<file path="config.mk">
export PLATFORM = sky130hd
export DESIGN_NAME = app_payload_gen_flat
export DESIGN_NICKNAME = d
export VERILOG_FILES = /design/src/rtl/app_payload_gen_if.sv /design/src/rtl/app_payload_gen.sv /design/src/flat_wrapper.sv
export SDC_FILE = /design/constraint.sdc
export NUM_CORES = 1
export LEC_CHECK = 0
export ABC_AREA = 1
export ABC_CLOCK_PERIOD_IN_PS = 14150
export BUFFER_PORTS_ARGS = -buffer_cell sky130_fd_sc_hd__buf_2
export CORE_MARGIN = 4
export CORE_UTILIZATION = 60
export DETAILED_ROUTE_END_ITERATION = 7
export PLACE_DENSITY = 0.89
export RECOVER_POWER = 25
export SLEW_MARGIN = 20
export SYNTH_ARGS = -nofsm -noshare
export SYNTH_HDL_FRONTEND = slang
export SYNTH_SLANG_ARGS = --single-unit
</file>
<file path="constraint.sdc">
create_clock -name clk_32 -period 14.15 [get_ports clk_32]
set_clock_uncertainty 0.15 [all_clocks]
set_input_delay 1.415 -clock clk_32 [delete_from_list [all_inputs] [get_ports clk_32]]
set_output_delay 1.415 -clock clk_32 [all_outputs]
set_load 0.005 [all_outputs]
</file>
<file path="src/rtl/app_payload_gen_if.sv">
// app_payload_gen_if: configuration, control and payload stream bundle of the payload generator.
// Ports: master = generator side (drives data_*, op_out, busy, pkt_count, done);
//        slave  = control/sink side (drives start, stop, cfg_*, sink_ready).
interface app_payload_gen_if #(
  parameter int DATA_W    = 32,
  parameter int MAX_WORDS = 256,
  parameter int GAP_W     = 8,
  parameter int CNT_W     = 16
);
  localparam int LEN_W = $clog2(MAX_WORDS) + 1;

  // control / configuration
  logic              start;
  logic              stop;
  logic [1:0]        cfg_mode;
  logic [LEN_W-1:0]  cfg_len_words;
  logic [GAP_W-1:0]  cfg_gap;
  logic [CNT_W-1:0]  cfg_num_pkts;
  logic [DATA_W-1:0] cfg_seed;
  logic [1:0]        cfg_op;
  logic              sink_ready;

  // payload stream and status
  logic [DATA_W-1:0] data_out;
  logic              data_valid;
  logic              data_last;
  logic [15:0]       data_length;
  logic [1:0]        op_out;
  logic              busy;
  logic [CNT_W-1:0]  pkt_count;
  logic              done;

  modport master (
    input  start, stop, cfg_mode, cfg_len_words, cfg_gap, cfg_num_pkts, cfg_seed, cfg_op, sink_ready,
    output data_out, data_valid, data_last, data_length, op_out, busy, pkt_count, done
  );

  modport slave (
    output start, stop, cfg_mode, cfg_len_words, cfg_gap, cfg_num_pkts, cfg_seed, cfg_op, sink_ready,
    input  data_out, data_valid, data_last, data_length, op_out, busy, pkt_count, done
  );
endinterface

</file>
<file path="src/rtl/app_payload_gen.sv">
// app_payload_gen: burst packet generator (incrementing / constant / PRBS payload) for the send path.
// Ports: clk_32, reset_32 (async, active-high); gen = app_payload_gen_if.master (cfg/control in, stream/status out).
// Option: define PAYLOAD_GEN_SEQNUM_EN to replace word 0 of each packet with the packet sequence number.
module app_payload_gen #(
  parameter int DATA_W    = 32,
  parameter int MAX_WORDS = 256,
  parameter int GAP_W     = 8,
  parameter int CNT_W     = 16
) (
  input  logic             clk_32,
  input  logic             reset_32,
  app_payload_gen_if.master gen
);
  localparam int          LEN_W = $clog2(MAX_WORDS) + 1;
  localparam logic [31:0] POLY  = 32'h8020_0003;

  typedef enum logic [1:0] {IDLE, WAIT_RDY, SEND, GAP} state_t;

  state_t            state_q;
  logic              start_q;
  logic [1:0]        mode_q;
  logic [LEN_W-1:0]  len_q;
  logic [GAP_W-1:0]  gap_q, gcnt_q;
  logic [CNT_W-1:0]  num_q, pkt_count_q;
  logic [DATA_W-1:0] seed_q, cnt_q, data_out_q;
  logic [31:0]       lfsr_q;
  logic [LEN_W-1:0]  wcnt_q;
  logic              stop_seen_q;
  logic              data_valid_q, data_last_q, busy_q, done_q;
  logic [15:0]       data_length_q;
  logic [1:0]        op_out_q;

  logic              start_rise;
  logic [LEN_W-1:0]  len_d;
  logic [31:0]       seed32_d;
  logic [31:0]       lfsr_d;
  logic              last_word;
  logic              target_hit;
  logic              seq_slot;
  logic [DATA_W-1:0] word_d;

  // 32-bit PRBS value spread across the whole data word
  function automatic logic [DATA_W-1:0] rep32(input logic [31:0] v);
    logic [DATA_W-1:0] r;
    for (int i = 0; i < DATA_W; i++) r[i] = v[i % 32];
    return r;
  endfunction

  always_comb begin
    start_rise = gen.start & ~start_q;

    len_d = gen.cfg_len_words;
    if (gen.cfg_len_words == '0)
      len_d = LEN_W'(1);
    else if (gen.cfg_len_words > LEN_W'(MAX_WORDS))
      len_d = LEN_W'(MAX_WORDS);

    seed32_d = 32'(gen.cfg_seed);
    if (seed32_d == 32'h0) seed32_d = 32'h1;  // all-zero LFSR would lock up

    // Galois, right-shifting
    lfsr_d = {1'b0, lfsr_q[31:1]} ^ (lfsr_q[0] ? POLY : 32'h0);

    last_word  = (wcnt_q == len_q - LEN_W'(1));
    // pkt_count_q has not yet counted the packet now finishing
    target_hit = (num_q != '0) && ((pkt_count_q + CNT_W'(1)) == num_q);

`ifdef PAYLOAD_GEN_SEQNUM_EN
    seq_slot = (wcnt_q == '0);
`else
    seq_slot = 1'b0;
`endif

    case (mode_q)
      2'd1:    word_d = seed_q;
      2'd2:    word_d = rep32(lfsr_d);
      default: word_d = cnt_q;
    endcase
    if (seq_slot) word_d = DATA_W'(pkt_count_q);
  end

  always_ff @(posedge clk_32 or posedge reset_32) begin
    if (reset_32) begin
      state_q       <= IDLE;
      start_q       <= 1'b0;
      mode_q        <= '0;
      len_q         <= '0;
      gap_q         <= '0;
      gcnt_q        <= '0;
      num_q         <= '0;
      pkt_count_q   <= '0;
      seed_q        <= '0;
      cnt_q         <= '0;
      lfsr_q        <= '0;
      wcnt_q        <= '0;
      stop_seen_q   <= 1'b0;
      data_out_q    <= '0;
      data_valid_q  <= 1'b0;
      data_last_q   <= 1'b0;
      data_length_q <= '0;
      op_out_q      <= '0;
      busy_q        <= 1'b0;
      done_q        <= 1'b0;
    end else begin
      start_q      <= gen.start;
      done_q       <= 1'b0;
      data_valid_q <= 1'b0;
      data_last_q  <= 1'b0;
      // count lands one cycle after data_last
      if (data_last_q) pkt_count_q <= pkt_count_q + CNT_W'(1);

      case (state_q)
        IDLE: begin
          if (start_rise) begin
            mode_q        <= gen.cfg_mode;
            len_q         <= len_d;
            gap_q         <= gen.cfg_gap;
            num_q         <= gen.cfg_num_pkts;
            seed_q        <= gen.cfg_seed;
            cnt_q         <= gen.cfg_seed;
            lfsr_q        <= seed32_d;
            data_length_q <= 16'(32'(len_d) * 32'(DATA_W / 8));
            op_out_q      <= gen.cfg_op;
            pkt_count_q   <= '0;
            busy_q        <= 1'b1;
            state_q       <= WAIT_RDY;
          end
        end

        WAIT_RDY: begin
          if (gen.stop) begin
            busy_q  <= 1'b0;
            done_q  <= 1'b1;
            state_q <= IDLE;
          end else if (gen.sink_ready) begin
            wcnt_q      <= '0;
            stop_seen_q <= 1'b0;
            state_q     <= SEND;
          end
        end

        SEND: begin
          data_valid_q <= 1'b1;
          data_out_q   <= word_d;
          data_last_q  <= last_word;
          wcnt_q       <= wcnt_q + LEN_W'(1);
          stop_seen_q  <= stop_seen_q | gen.stop;
          if (!seq_slot) begin
            cnt_q  <= cnt_q + DATA_W'(1);
            lfsr_q <= lfsr_d;
          end
          if (last_word) begin
            if (stop_seen_q || gen.stop || target_hit) begin
              busy_q  <= 1'b0;
              done_q  <= 1'b1;
              state_q <= IDLE;
            end else if (gap_q != '0) begin
              gcnt_q  <= gap_q;
              state_q <= GAP;
            end else begin
              state_q <= WAIT_RDY;
            end
          end
        end

        GAP: begin
          if (gen.stop) begin
            busy_q  <= 1'b0;
            done_q  <= 1'b1;
            state_q <= IDLE;
          end else if (gcnt_q == GAP_W'(1)) begin
            state_q <= WAIT_RDY;
          end else begin
            gcnt_q <= gcnt_q - GAP_W'(1);
          end
        end

        default: state_q <= IDLE;
      endcase
    end
  end

  assign gen.data_out    = data_out_q;
  assign gen.data_valid  = data_valid_q;
  assign gen.data_last   = data_last_q;
  assign gen.data_length = data_length_q;
  assign gen.op_out      = op_out_q;
  assign gen.busy        = busy_q;
  assign gen.pkt_count   = pkt_count_q;
  assign gen.done        = done_q;
endmodule

</file>
<file path="src/flat_wrapper.sv">
// flat-port wrapper written by rule: the top's interface ports become plain ports
module app_payload_gen_flat 
#(
  parameter int DATA_W    = 32,
  parameter int MAX_WORDS = 256,
  parameter int GAP_W     = 8,
  parameter int CNT_W     = 16
)
  (clk_32, reset_32, gen_start, gen_stop, gen_cfg_mode, gen_cfg_len_words, gen_cfg_gap, gen_cfg_num_pkts, gen_cfg_seed, gen_cfg_op, gen_sink_ready, gen_data_out, gen_data_valid, gen_data_last, gen_data_length, gen_op_out, gen_busy, gen_pkt_count, gen_done);
  app_payload_gen_if #(.DATA_W(DATA_W), .MAX_WORDS(MAX_WORDS), .GAP_W(GAP_W), .CNT_W(CNT_W)) gen_i ();
  input  logic clk_32;
  input  logic reset_32;
  input wire logic [$bits(gen_i.start)-1:0] gen_start;
  input wire logic [$bits(gen_i.stop)-1:0] gen_stop;
  input wire logic [$bits(gen_i.cfg_mode)-1:0] gen_cfg_mode;
  input wire logic [$bits(gen_i.cfg_len_words)-1:0] gen_cfg_len_words;
  input wire logic [$bits(gen_i.cfg_gap)-1:0] gen_cfg_gap;
  input wire logic [$bits(gen_i.cfg_num_pkts)-1:0] gen_cfg_num_pkts;
  input wire logic [$bits(gen_i.cfg_seed)-1:0] gen_cfg_seed;
  input wire logic [$bits(gen_i.cfg_op)-1:0] gen_cfg_op;
  input wire logic [$bits(gen_i.sink_ready)-1:0] gen_sink_ready;
  output wire logic [$bits(gen_i.data_out)-1:0] gen_data_out;
  output wire logic [$bits(gen_i.data_valid)-1:0] gen_data_valid;
  output wire logic [$bits(gen_i.data_last)-1:0] gen_data_last;
  output wire logic [$bits(gen_i.data_length)-1:0] gen_data_length;
  output wire logic [$bits(gen_i.op_out)-1:0] gen_op_out;
  output wire logic [$bits(gen_i.busy)-1:0] gen_busy;
  output wire logic [$bits(gen_i.pkt_count)-1:0] gen_pkt_count;
  output wire logic [$bits(gen_i.done)-1:0] gen_done;
  assign gen_i.start = gen_start;
  assign gen_i.stop = gen_stop;
  assign gen_i.cfg_mode = gen_cfg_mode;
  assign gen_i.cfg_len_words = gen_cfg_len_words;
  assign gen_i.cfg_gap = gen_cfg_gap;
  assign gen_i.cfg_num_pkts = gen_cfg_num_pkts;
  assign gen_i.cfg_seed = gen_cfg_seed;
  assign gen_i.cfg_op = gen_cfg_op;
  assign gen_i.sink_ready = gen_sink_ready;
  assign gen_data_out = gen_i.data_out;
  assign gen_data_valid = gen_i.data_valid;
  assign gen_data_last = gen_i.data_last;
  assign gen_data_length = gen_i.data_length;
  assign gen_op_out = gen_i.op_out;
  assign gen_busy = gen_i.busy;
  assign gen_pkt_count = gen_i.pkt_count;
  assign gen_done = gen_i.done;
  app_payload_gen #(.DATA_W(DATA_W), .MAX_WORDS(MAX_WORDS), .GAP_W(GAP_W), .CNT_W(CNT_W)) u_core (.clk_32(clk_32), .reset_32(reset_32), .gen(gen_i));
endmodule
</file>
Word-level counts from Yosys, hierarchy flattened
Cells that the tools add are included.
- bitwise operators: 4
- add/subtract/negate cells: 5
- reduce and logical (&&, ||, !) cells: 18
- mux-type cells: 44
- eq/ne operators: 20
- order comparisons: 1
- operators with widths (operator ; count):
    case mux 32 bit (2 select lines) ; 3
    2-to-1 mux 32 bit ; 4
    2-to-1 mux 16 bit ; 3
    2-to-1 mux 8 bit ; 5
    2-to-1 mux 9 bit ; 4
    adder 32 x 1 -> 32 bit (second input constant) ; 1
    logical NOT 32 bit ; 1
    XOR 31 x 32 -> 32 bit ; 1
    case mux 9 bit (2 select lines) ; 1
    adder 16 x 1 -> 16 bit (second input constant) ; 1
    == test 16 bit ; 1
    2-to-1 mux 2 bit ; 8
    case mux 8 bit (2 select lines) ; 1
    nonzero test 16 bit ; 1
    2-to-1 mux 1 bit ; 11
    != test 2 x 1 -> 1 bit (second input constant) ; 5
    != test 2 bit (second input constant) ; 5
    adder 9 x 1 -> 9 bit (second input constant) ; 1
    == test 9 bit ; 1
    greater-than comparator 9 bit (second input constant) ; 1
    logical NOT 9 bit ; 1
    subtractor 9 x 1 -> 9 bit (second input constant) ; 1
    == test 8 x 1 -> 1 bit (second input constant) ; 1
    case mux 2 bit (4 select lines) ; 1
    20 further kinds ; 29
- register bits: 206
- output and inout port bits: 70
- word-level logic and storage cells: 111
- input bits: 74

Logic depth before layout (Yosys ltp)
Gate-level depths: netlist of run 1.
- depth after elaboration: 7
- depth in mapped cells: 17
- depth with buffers taken out: 17

Least setup slack after synthesis of run 1
No wires, ideal clock.
- kind: input -> register
- start point: input gen_start
- end point: register u_core.len_q[0]
- arrival: 2489 ps
- slack: 11428 ps
- path buffers: 1
- cell stages on the path: 9
- library setup time: 83 ps
- data required time: 13917 ps
- cell sequence: inv_1 -> nor2_1 -> inv_1 -> nor2_1 -> buf_2 -> clkinv_1 -> nor2_1 -> inv_1 -> o22ai_1
- word-level cells in the longest chain between the ends: 2
- RTL lines (what ; line ; RTL):
    from (decl) ; flat_wrapper.sv:13 ; input wire logic [$bits(gen_i.start)-1:0] gen_start;
    AND 1 bit ; app_payload_gen.sv:50 ; start_rise = gen.start & ~start_q;
    AND reduction 2 bit (no line) ; - ;
    to (signal assigned) ; app_payload_gen.sv:116 ; len_q <= len_d;
    to (decl) ; app_payload_gen.sv:22 ; logic [LEN_W-1:0] len_q;
Every way passes these cells.
A chain may end at the register's enable or synchronous reset.

==> results of run 1 <==
[stage by stage]
step,instance area (sq um),cells
after floorplan,10900,1409
after global placement,11700,1722
after detailed placement,11700,1722
after CTS,12500,1761
after global routing,12400,1761
final,12400,1761
[synth_stat cells (3+ instances only)]
cell type / number
a21oi_1: 21
a31oi_1: 29
buf_1: 6
buf_2: 11
buf_4: 7
clkbuf_1: 38
dfrtp_1: 206
ha_1: 8
inv_1: 171
inv_2: 6
nand2_1: 409
nand2_2: 7
nand3_1: 108
nand4_1: 17
nor2_1: 76
nor2_2: 10
nor2_4: 6
nor3_1: 15
nor3_2: 4
nor4_1: 16
o211ai_1: 29
o21ai_0: 111
o221ai_1: 33
o22ai_1: 6
or2_2: 3
xnor2_1: 11
xor2_1: 19
[layer usage]
metal  vias up  wire length (microns)  global-route usage, %
li1       4831                      -                      -
met1      4950                  11800                   38.4
met2       432                  14300                   48.8
met3        73                   2180                   4.42
met4         0                    786                   10.0
met5         -                      0                      0
[report_power, final]
group	total, W	switching [W]	internal, W
clock network	0.000582	0.000240	0.000342
logic	0.00106	0.000678	0.000383
registers	0.00104	0.000187	0.000850
total	0.00268	0.00110	0.00157
[state kept, by name (all words and copies together), names as in the netlist, 9 cells and up]
| register | flops |
|---|---|
| u_core.cnt_q | 32 |
| u_core.gen.data_out | 32 |
| u_core.gen.pkt_count | 16 |
| u_core.len_q | 9 |
| u_core.lfsr_q | 32 |
| u_core.num_q | 16 |
| u_core.seed_q | 32 |
| u_core.wcnt_q | 9 |
[worst register-to-register path, delay by kind of cell, from the launching register on]
kind,cells,cell delay [ns]
and+or+nand+nor,5,0.94
AOI/OAI and AO/OA,1,0.59
buffers and inverters,1,2.95
DFF,1,0.46
[logic make-up (layout without fill, tap and decap cells)]
| logic type | Yosys count | after routing | share of synthesized area (%) |
|---|---|---|---|
| adders and majority gates | 8 | 8 | 0.917 |
| other | 1 | 7 | 0.0344 |
| buffers and inverters | 240 | 363 | 8.62 |
| AOI/OAI and AO/OA | 236 | 236 | 13.3 |
| xor gates and xnor gates | 31 | 31 | 2.61 |
| and+or+nand+nor | 681 | 681 | 27.3 |
| DFF | 206 | 206 | 47.2 |
[area by class of cell]
cell class / instances / area share, %
clock buffer: 31 / 5.27
inverter: 178 / 5.38
timing repair buffer: 146 / 6.02
sequential: 206 / 41.4
multi-input combinational: 963 / 39.0
clock inverter: 8 / 0.573
tap: 229 / 2.30
[final timing paths]
path / startpoint / to / depth (start not counted) / slack (ns)
worst max-delay path: reset_32 / u_core.cnt_q[8] / 3 / 8.50
worst min-delay path: u_core.seed_q[29] / u_core.seed_q[29] / 2 / 0.33
worst max register to register: u_core.state_q[0] / u_core.gcnt_q[5] / 7 / 8.94
worst min register to register: u_core.seed_q[29] / u_core.seed_q[29] / 2 / 0.33
max in group clk_32: u_core.state_q[0] / u_core.gcnt_q[5] / 7 / 8.94
min in group asynchronous: reset_32 / u_core.num_q[12] / 2 / 2.61
==> summary.md, run 1 <==
| Metric | Value |
|---|---|
| Critical path class | `in -> async` |
| CP Max Fanout | `135` |
| Nets@finish | `1600` |
| Sink Count | `206` |
| Die H | `between 100 and 150 microns` |
| Initial antenna violation count | `0` |
| Synth area leader | `dfrtp_1` |
| Core footprint | `17900 sq um` |
| CP startpoint kind | `input port` |
| Commonest cells after routing, fill and taps aside | `nand2_1 (409), dfrtp_1 (206), inv_1 (170)` |
| Antenna cell count | `0` |
| Fill count | `1400` |
| Final Max Slew Viols | `roughly 240` |
| Finished Core Util | `a little under 70%` |
| Synthesized flop and latch total | `between 200 and 250` |
| Top FF cell, synth | `dfrtp_1` |
| Top cells by area, synth | `dfrtp_1 (47%), nand2_1 (14%), inv_1 (5.9%)` |
| First-pass detailed-route iteration total | `5` |
| Die ar. | `roughly 20000 sq um` |
| Post-route DRC | `0` |
| Setup TNS | `0 ns` |
| Worst Hold Margin | `about 0.33 ns` |
| Slew headroom | `-294%` |
| WP data arrival | `about 6 ns` |
| Synth top area share | `between 40% and 50%` |
| CTS tree | `done` |
| Pre-CTS WS | `a little over 10 ns` |
| Failing checks | `max-capacitance violations, max-slew violations` |
| RSZ-0062 raised after global routing | `no` |
| Power per standard cell area | `between 200 and 250 nW/um^2` |
| Ports | `144` |
| Vias per cell | `approximately 5.8` |
| Root buffer cell | `clkbuf_16` |
| Sequential cell area | `~5200 sq um` |
| WP buf/inv | `3` |
| Share of layout cells above drive strength 1 | `between 10 and 15%` |
| Final Hold Fails | `0` |
| Cell Area, Synth | `10900 sq um` |
| Detailed Place HPWL | `19.3 mm` |
| Slowest cell delay on critical path | `about 3.3 ns` |
| Critical path cell sequence | `buf_2 > clkinvlp_2 > buf_4` |
| CTS max path bufs | `3` |
| Total gr overflow | `0` |
| Layout area overhead | `14.0%` |
| CTS resizes | `0` |
| I/O Buffers | `between 100 and 150` |
| Most common cell after layout, fill and taps aside | `nand2_1` |
| Setup bufs post-CTS | `0` |
| Outcome | `finished, violations left` |
| GRT Overall Usage | `28.9%` |
| Routed len/inst | `16.5 microns` |
| Clk slew on worst S/H paths | `about 0.06 ns` |
| Antenna viol nets, final | `0` |
| Mapped Cells | `1403` |
| Largest net degree at the start of global routing | `approximately 140` |
| Syn avg cell area | `approximately 7.8 sq um` |
| Max Cap Viol | `2` |
| Sequential share of the synthesized area | `47.2%` |
| CP endpoint kind | `asynchronous set/reset pin` |
| Initial Utilization | `around three fifths` |
| Vias | `around 10000` |
| Initial DRC Count | `~860` |
| Async set-reset flop share out of synthesis | `100%` |
| Slew @ Worst Pin | `~5.9 ns` |
| Latest clock arrival within the worst-skew pair | `about 0.51 ns` |
| Tcrit/Tclk final | `between 30% and 40%` |
| Critical path's slowest cell | `clkinvlp_2` |
| Vias in the first global route | `10200` |
| CP delay by family, top | `buffers and inverters` |
| Core Rows | `49` |
| EDFF count, synth | `0` |
| H-tree depth | `1` |
| First-pass GRT wire length | `48.7 mm` |
| Fin crit period | `5.65 ns` |
| Peak supply drop | `0.000158 V` |
| Worst min path class | `reg -> reg` |
| WP data required | `about 15 ns` |
| CTS Buf Count | `23` |
| Final WL | `between 20 and 30 mm` |
| Setup violations, final | `0` |
| Worst setup margin | `8.50 ns` |
| Max Fclk | `between 150 and 200 MHz` |
| Routability cong. | `roughly 0.91` |
| Yosys warns | `0` |
| Hold-fix buffers, CTS | `0` |
| Pleak | `5.99 nW` |
| Total chip power | `0.00268 W` |
| Synth cell types | `between 40 and 50` |
| Die W | `roughly 140 microns` |
| Multi-input logic area | `4860 sq um` |
No activity file was read; power rests on OpenSTA's default activity.
==> run 2, diff against run 1 <==
--- a/config.mk
+++ b/config.mk
@@ -6,12 +6,12 @@
 export NUM_CORES = 1
 export LEC_CHECK = 0
 export ABC_AREA = 1
-export ABC_CLOCK_PERIOD_IN_PS = 14150
+export ABC_CLOCK_PERIOD_IN_PS = 5800
 export BUFFER_PORTS_ARGS = -buffer_cell sky130_fd_sc_hd__buf_2
 export CORE_MARGIN = 4
-export CORE_UTILIZATION = 60
+export CORE_UTILIZATION = 58
 export DETAILED_ROUTE_END_ITERATION = 7
-export PLACE_DENSITY = 0.89
+export PLACE_DENSITY = 0.87
 export RECOVER_POWER = 25
 export SLEW_MARGIN = 20
 export SYNTH_ARGS = -nofsm -noshare
==> constraint.sdc (replaced) <==
create_clock -name clk_32 -period 5.8 [get_ports clk_32]
set_clock_uncertainty 0.15 [all_clocks]
set_input_delay 0.58 -clock clk_32 [delete_from_list [all_inputs] [get_ports clk_32]]
set_output_delay 0.58 -clock clk_32 [all_outputs]
set_load 0.005 [all_outputs]
==> run 2 against run 1 <==
  * The run still ends with max-capacitance violations, max-slew violations left
  * Clock-buffer cell count down 2
  * Die area grew 3.3%
  * Critical path depth rose by 4
  * Global-route usage fell by 1.5 points
  * Combinational power is 140% higher
  * Worst setup slack got worse by 6.5 ns
  * Final area rose by 0.36%
  * Power up 150%
  * Utilization fell by 0.92 points
  * Sequential cell count is the same
  * Critical endpoint is now u_core.gen.pkt_count[15]
  * Largest power group unchanged
==> summary.md, run 2 (synthesis results as in run 1) <==
| Metric | Value |
|---|---|
| Outcome | `finished, violations left` |
| Failing checks | `max-capacitance violations, max-slew violations` |
| Total gr overflow | `0` |
| Die ar. | `about 21000 sq um` |
| CTS tree | `done` |
| Power per standard cell area | `roughly 530 nW/um^2` |
| Ports | `144` |
| Routability cong. | `around 0.95` |
| Final Max Slew Viols | `25` |
| Slew headroom | `-0.416%` |
| Initial Utilization | `about three fifths` |
| Final Hold Fails | `0` |
| Sequential cell area | `5150 sq um` |
| Largest net degree at the start of global routing | `188` |
| Fin crit period | `3.80 ns` |
| First-pass detailed-route iteration total | `5` |
| WP buf/inv | `3` |
| CTS max path bufs | `3` |
| Latest clock arrival within the worst-skew pair | `0.51 ns` |
| Finished Core Util | `approximately two thirds` |
| Die W | `approximately 150 microns` |
| H-tree depth | `1` |
| WP data arrival | `4.01 ns` |
| Placed inst area | `~12000 sq um` |
| Layout area overhead | `14.4%` |
| Vias | `approximately 10000` |
| Worst path depth | `7` |
| Share of layout cells above drive strength 1 | `12.2%` |
| Crit-path most repeated cell | `nor2_1` |
| GRT Overall Usage | `roughly 27%` |
| Vias in the first global route | `between 10000 and 15000` |
| Sink Count | `about 200` |
| Slew @ Worst Pin | `1.50 ns` |
| CP startpoint kind | `flip-flop` |
| Setup TNS | `0 ns` |
| Routed len/inst | `around 17 microns` |
| CP delay by family, top | `buffers and inverters` |
| I/O Buffers | `~140` |
| Critical path class | `reg -> reg` |
| Slowest cell delay on critical path | `about 1.1 ns` |
| Hold Crit Depth | `1` |
| Critical path's slowest cell | `nor2_1` |
| Worst min path class | `in -> reg` |
| Vias per cell | `a little under 6` |
| Worst Hold Margin | `0.0455 ns` |
| Max Cap Viol | `1` |
| CTS Buf Count | `22` |
| Fill count | `around 1500` |
| Worst Reg-to-Reg Cells | `7` |
| Nets@finish | `1600` |
| Initial DRC Count | `approximately 980` |
| Core footprint | `about 18000 sq um` |
| Die H | `between 100 and 150 microns` |
| Initial antenna violation count | `0` |
| Detailed Place HPWL | `between 15 and 20 mm` |
| Critical path cell sequence | `nor2_1 > inv_1 > nor2_1 > clkinv_1 > buf_4 > o21ai_0 > a21oi_1` |
| CP Max Fanout | `39` |
| Total chip power | `approximately 0.0066 W` |
| Final WL | `29.4 mm` |
| Peak supply drop | `between 0.0003 and 0.0004 V` |
| Max Fclk | `about 260 MHz` |
| Multi-input logic area | `about 4800 sq um` |
| Most common cell after layout, fill and taps aside | `nand2_1` |
| Design Area, Final | `~12000 sq um` |
| WP data required | `between 6 and 7 ns` |
| Post-route DRC | `0` |
| Root buffer cell | `clkbuf_16` |
| CP endpoint kind | `flip-flop` |
| Core Rows | `49` |
| Pleak | `5.91 nW` |
| Commonest cells after routing, fill and taps aside | `nand2_1 (409), dfrtp_1 (206), inv_1 (171)` |
| RSZ-0062 raised after global routing | `no` |
| Tcrit/Tclk final | `between 60% and 70%` |
| Setup violations, final | `0` |
| First-pass GRT wire length | `a little under 50 mm` |
| Antenna viol nets, final | `0` |
| Clk slew on worst S/H paths | `approximately 0.06 ns` |
run 2: per-stage QoR:
step	setup WS, ns	std cells
CTS	3.04	1762
detailed placement	2.94	1722
floorplan	2.40	1409
global placement	3.00	1722
global route	1.62	1762
finish	2.00	1763
run 2: power breakdown:
part           switching (W)  leakage (nW)  internal (W)
clock               0.000591         0.383      0.000951
combinational        0.00166          2.95      0.000891
sequential          0.000467          2.58       0.00207
run 2: final timing paths:
check                                  startpoint  slack, ns                        to
worst max register to register  u_core.state_q[0]       2.00  u_core.gen.pkt_count[15]
min in group asynchronous                reset_32       0.62          u_core.num_q[12]
worst max-delay path            u_core.state_q[0]       2.00  u_core.gen.pkt_count[15]
worst min-delay path                    gen_start       0.05            u_core.start_q
max in group asynchronous                reset_32       3.40          u_core.cnt_q[16]
worst min register to register  u_core.seed_q[19]       0.32         u_core.seed_q[19]
run 2: cell type report:
class | count | area share [%]
flip-flops and latches | 206 | 41.3
multi-input cells | 963 | 38.8
repair buffers | 147 | 5.85
inverters | 178 | 5.36
clock buffers | 29 | 5.11
well taps | 229 | 2.29
clock inverters | 10 | 1.26
diodes | 1 | 0.0200
run 2: per-layer routing:
layer	GRT usage, %	up-vias	wire (microns)	part of all wire, %
met2	46.6	469	14200	48
li1	-	4832	-	-
met3	4.43	72	2300	7.8
met4	8.36	0	848	2.9
met5	0	-	0	0
met1	36.5	4956	12100	41
run 2: timing repair:
action,4_1_cts,5_1_grt
hold endpoints to repair,19,0
gates resized for setup,0,0
buffers inserted,0,0
hold buffers,1,0
==> run 3, diff against run 2 <==
--- a/config.mk
+++ b/config.mk
@@ -6,12 +6,12 @@
 export NUM_CORES = 1
 export LEC_CHECK = 0
 export ABC_AREA = 1
-export ABC_CLOCK_PERIOD_IN_PS = 5800
+export ABC_CLOCK_PERIOD_IN_PS = 3400
 export BUFFER_PORTS_ARGS = -buffer_cell sky130_fd_sc_hd__buf_2
 export CORE_MARGIN = 4
-export CORE_UTILIZATION = 58
+export CORE_UTILIZATION = 53
 export DETAILED_ROUTE_END_ITERATION = 7
-export PLACE_DENSITY = 0.87
+export PLACE_DENSITY = 0.84
 export RECOVER_POWER = 25
 export SLEW_MARGIN = 20
 export SYNTH_ARGS = -nofsm -noshare
==> constraint.sdc (replaced) <==
create_clock -name clk_32 -period 3.4 [get_ports clk_32]
set_clock_uncertainty 0.15 [all_clocks]
set_input_delay 0.34 -clock clk_32 [delete_from_list [all_inputs] [get_ports clk_32]]
set_output_delay 0.34 -clock clk_32 [all_outputs]
set_load 0.005 [all_outputs]
==> run 3 against run 2 <==
  * The run now ends clean
  * Critical path depth up 1
  * Fmax up 48%
  * Power up 70%
  * Die area up 8.9%
  * Cell count up 6.5%
  * Via count up 0.83%
  * First-iteration DRC count down 14%
  * Final area up 6.3%
  * Critical endpoint is now u_core.len_q[0]
  * Highest routed layer unchanged
==> summary.md, run 3 (synthesis results as in run 1) <==
| Metric | Value |
|---|---|
| Outcome | `completed` |
| First-pass detailed-route iteration total | `5` |
| Hold-fix buffers, CTS | `66` |
| Root buffer cell | `clkbuf_16` |
| Die W | `152 microns` |
| Layout area overhead | `21.7%` |
| Fin crit period | `2.56 ns` |
| Vias in the first global route | `10100` |
| Commonest cells after routing, fill and taps aside | `nand2_1 (409), dfrtp_1 (206), inv_1 (170)` |
| Die ar. | `roughly 23000 sq um` |
| CTS max path bufs | `3` |
| Antenna viol nets, final | `0` |
| Sink Count | `206` |
| Vias | `around 10000` |
| Tcrit/Tclk final | `about three quarters` |
| Most common cell after layout, fill and taps aside | `nand2_1` |
| Setup TNS | `0 ns` |
| Nets@finish | `about 1700` |
| CTS tree | `done` |
| H-tree depth | `1` |
| Fill count | `between 1500 and 2000` |
| HP Start | `gen_cfg_seed[25]` |
| Initial Utilization | `between 50% and 60%` |
| Worst min path class | `in -> reg` |
| Crit. Startpoint | `u_core.state_q[0]` |
| Detailed Place HPWL | `around 21 mm` |
| Critical path class | `reg -> reg` |
| Vias per cell | `5.55` |
| Pleak | `~6.3 nW` |
| Clk slew on worst S/H paths | `approximately 0.06 ns` |
| Routed len/inst | `between 15 and 20 microns` |
| Finished Core Util | `roughly two thirds` |
| Final WL | `30.6 mm` |
| CTS Buf Count | `23` |
| CP startpoint kind | `flip-flop` |
| Total chip power | `about 0.011 W` |
| Latest clock arrival within the worst-skew pair | `approximately 0.52 ns` |
| Die H | `roughly 150 microns` |
| WP data arrival | `2.81 ns` |
| Final Max Slew Viols | `0` |
| Largest net degree at the start of global routing | `around 80` |
| CP Max Fanout | `23` |
| Slew @ Worst Pin | `between 1 and 1.5 ns` |
| RSZ-0062 raised after global routing | `no` |
| GRT Overall Usage | `26.6%` |
| Max Fclk | `just under 400 MHz` |
| Post-route DRC | `0` |
| Critical path cell sequence | `nor2_1 > inv_1 > nor2_4 > clkinv_1 > buf_4 > nor2_1 > inv_1 > o22ai_1` |
| Setup violations, final | `0` |
| Max Cap Viol | `0` |
| WP data required | `about 3.7 ns` |
| Initial DRC Count | `approximately 840` |
| Core footprint | `about 20000 sq um` |
| CTS resizes | `0` |
| Share of layout cells above drive strength 1 | `around 14%` |
| Slew headroom | `between 10% and 20%` |
| Total gr overflow | `0` |
| Routability cong. | `0.935` |
| Setup bufs post-CTS | `0` |
| Peak supply drop | `about 0.00046 V` |
| Ports | `between 100 and 150` |
| Reg2reg start | `u_core.state_q[0]` |
| CP endpoint kind | `flip-flop` |
| Initial antenna violation count | `0` |
| Slowest cell delay on critical path | `around 0.51 ns` |
| First-pass GRT wire length | `approximately 50 mm` |
| Final Hold Fails | `0` |
| Core Rows | `52` |
| Power per standard cell area | `roughly 850 nW/um^2` |
| Critical path's slowest cell | `nor2_4` |
| I/O Buffers | `about 140` |
## run 3: layout make-up
type / instances / area, sq um / area share, %
flip-flops and latches: 206 / 5150 / 38.8
clock inverters: 6 / 62.6 / 0.471
multi-input cells: 963 / 4860 / 36.6
inverters: 178 / 669 / 5.04
diodes: 1 / 2.50 / 0.0188
well taps: 270 / 338 / 2.54
repair buffers: 219 / 1520 / 11.4
clock buffers: 34 / 677 / 5.10
## run 3: stage by stage
step	hold slack, ns	setup WS (ns)	cell area, sq um	std cells
2_1_floorplan	0.221	0.238	10900	1409
3_3_place_gp	0.301	1.03	11900	1769
3_5_place_dp	0.308	0.967	11900	1769
4_1_cts	0.000218	0.952	13300	1875
5_1_grt	0.00247	0.608	13300	1876
6_report	0.00824	0.837	13300	1877
## run 3: power by group
part / switching (W) / total [W] / internal (W)
registers: 0.000773 / 0.00430 / 0.00353
logic: 0.00285 / 0.00451 / 0.00165
clock network: 0.000976 / 0.00242 / 0.00145
total: 0.00460 / 0.0112 / 0.00664
## run 3: final timing paths
path,cells past startpoint,slack (ns),end
setup / recovery,8,0.84,u_core.len_q[0]
hold / removal,3,0.008,u_core.seed_q[25]
setup reg to reg,8,0.84,u_core.len_q[0]
hold reg to reg,2,0.32,u_core.seed_q[15]
max in group asynchronous,4,1.51,u_core.len_q[0]
min in group asynchronous,3,0.51,u_core.seed_q[28]
## run 3: per-layer routing
| layer | vias to the layer above | routed length (microns) | share of wire [%] | GRT usage [%] |
|---|---|---|---|---|
| li1 | 4979 | - | - | - |
| met1 | 4929 | 12800 | 42 | 35.5 |
| met3 | 75 | 2090 | 6.8 | 3.63 |
| met5 | - | 0 | 0 | 0 |
| met2 | 432 | 14800 | 48 | 45.0 |
| met4 | 0 | 926 | 3.0 | 8.49 |
## run 3: critical path: cells and delay by family (launching register included)
kind            cells  cell delay (ns)
simple gates        3             0.99
flops               1             0.44
compound gates      1             0.21
buf+inv             4             0.66
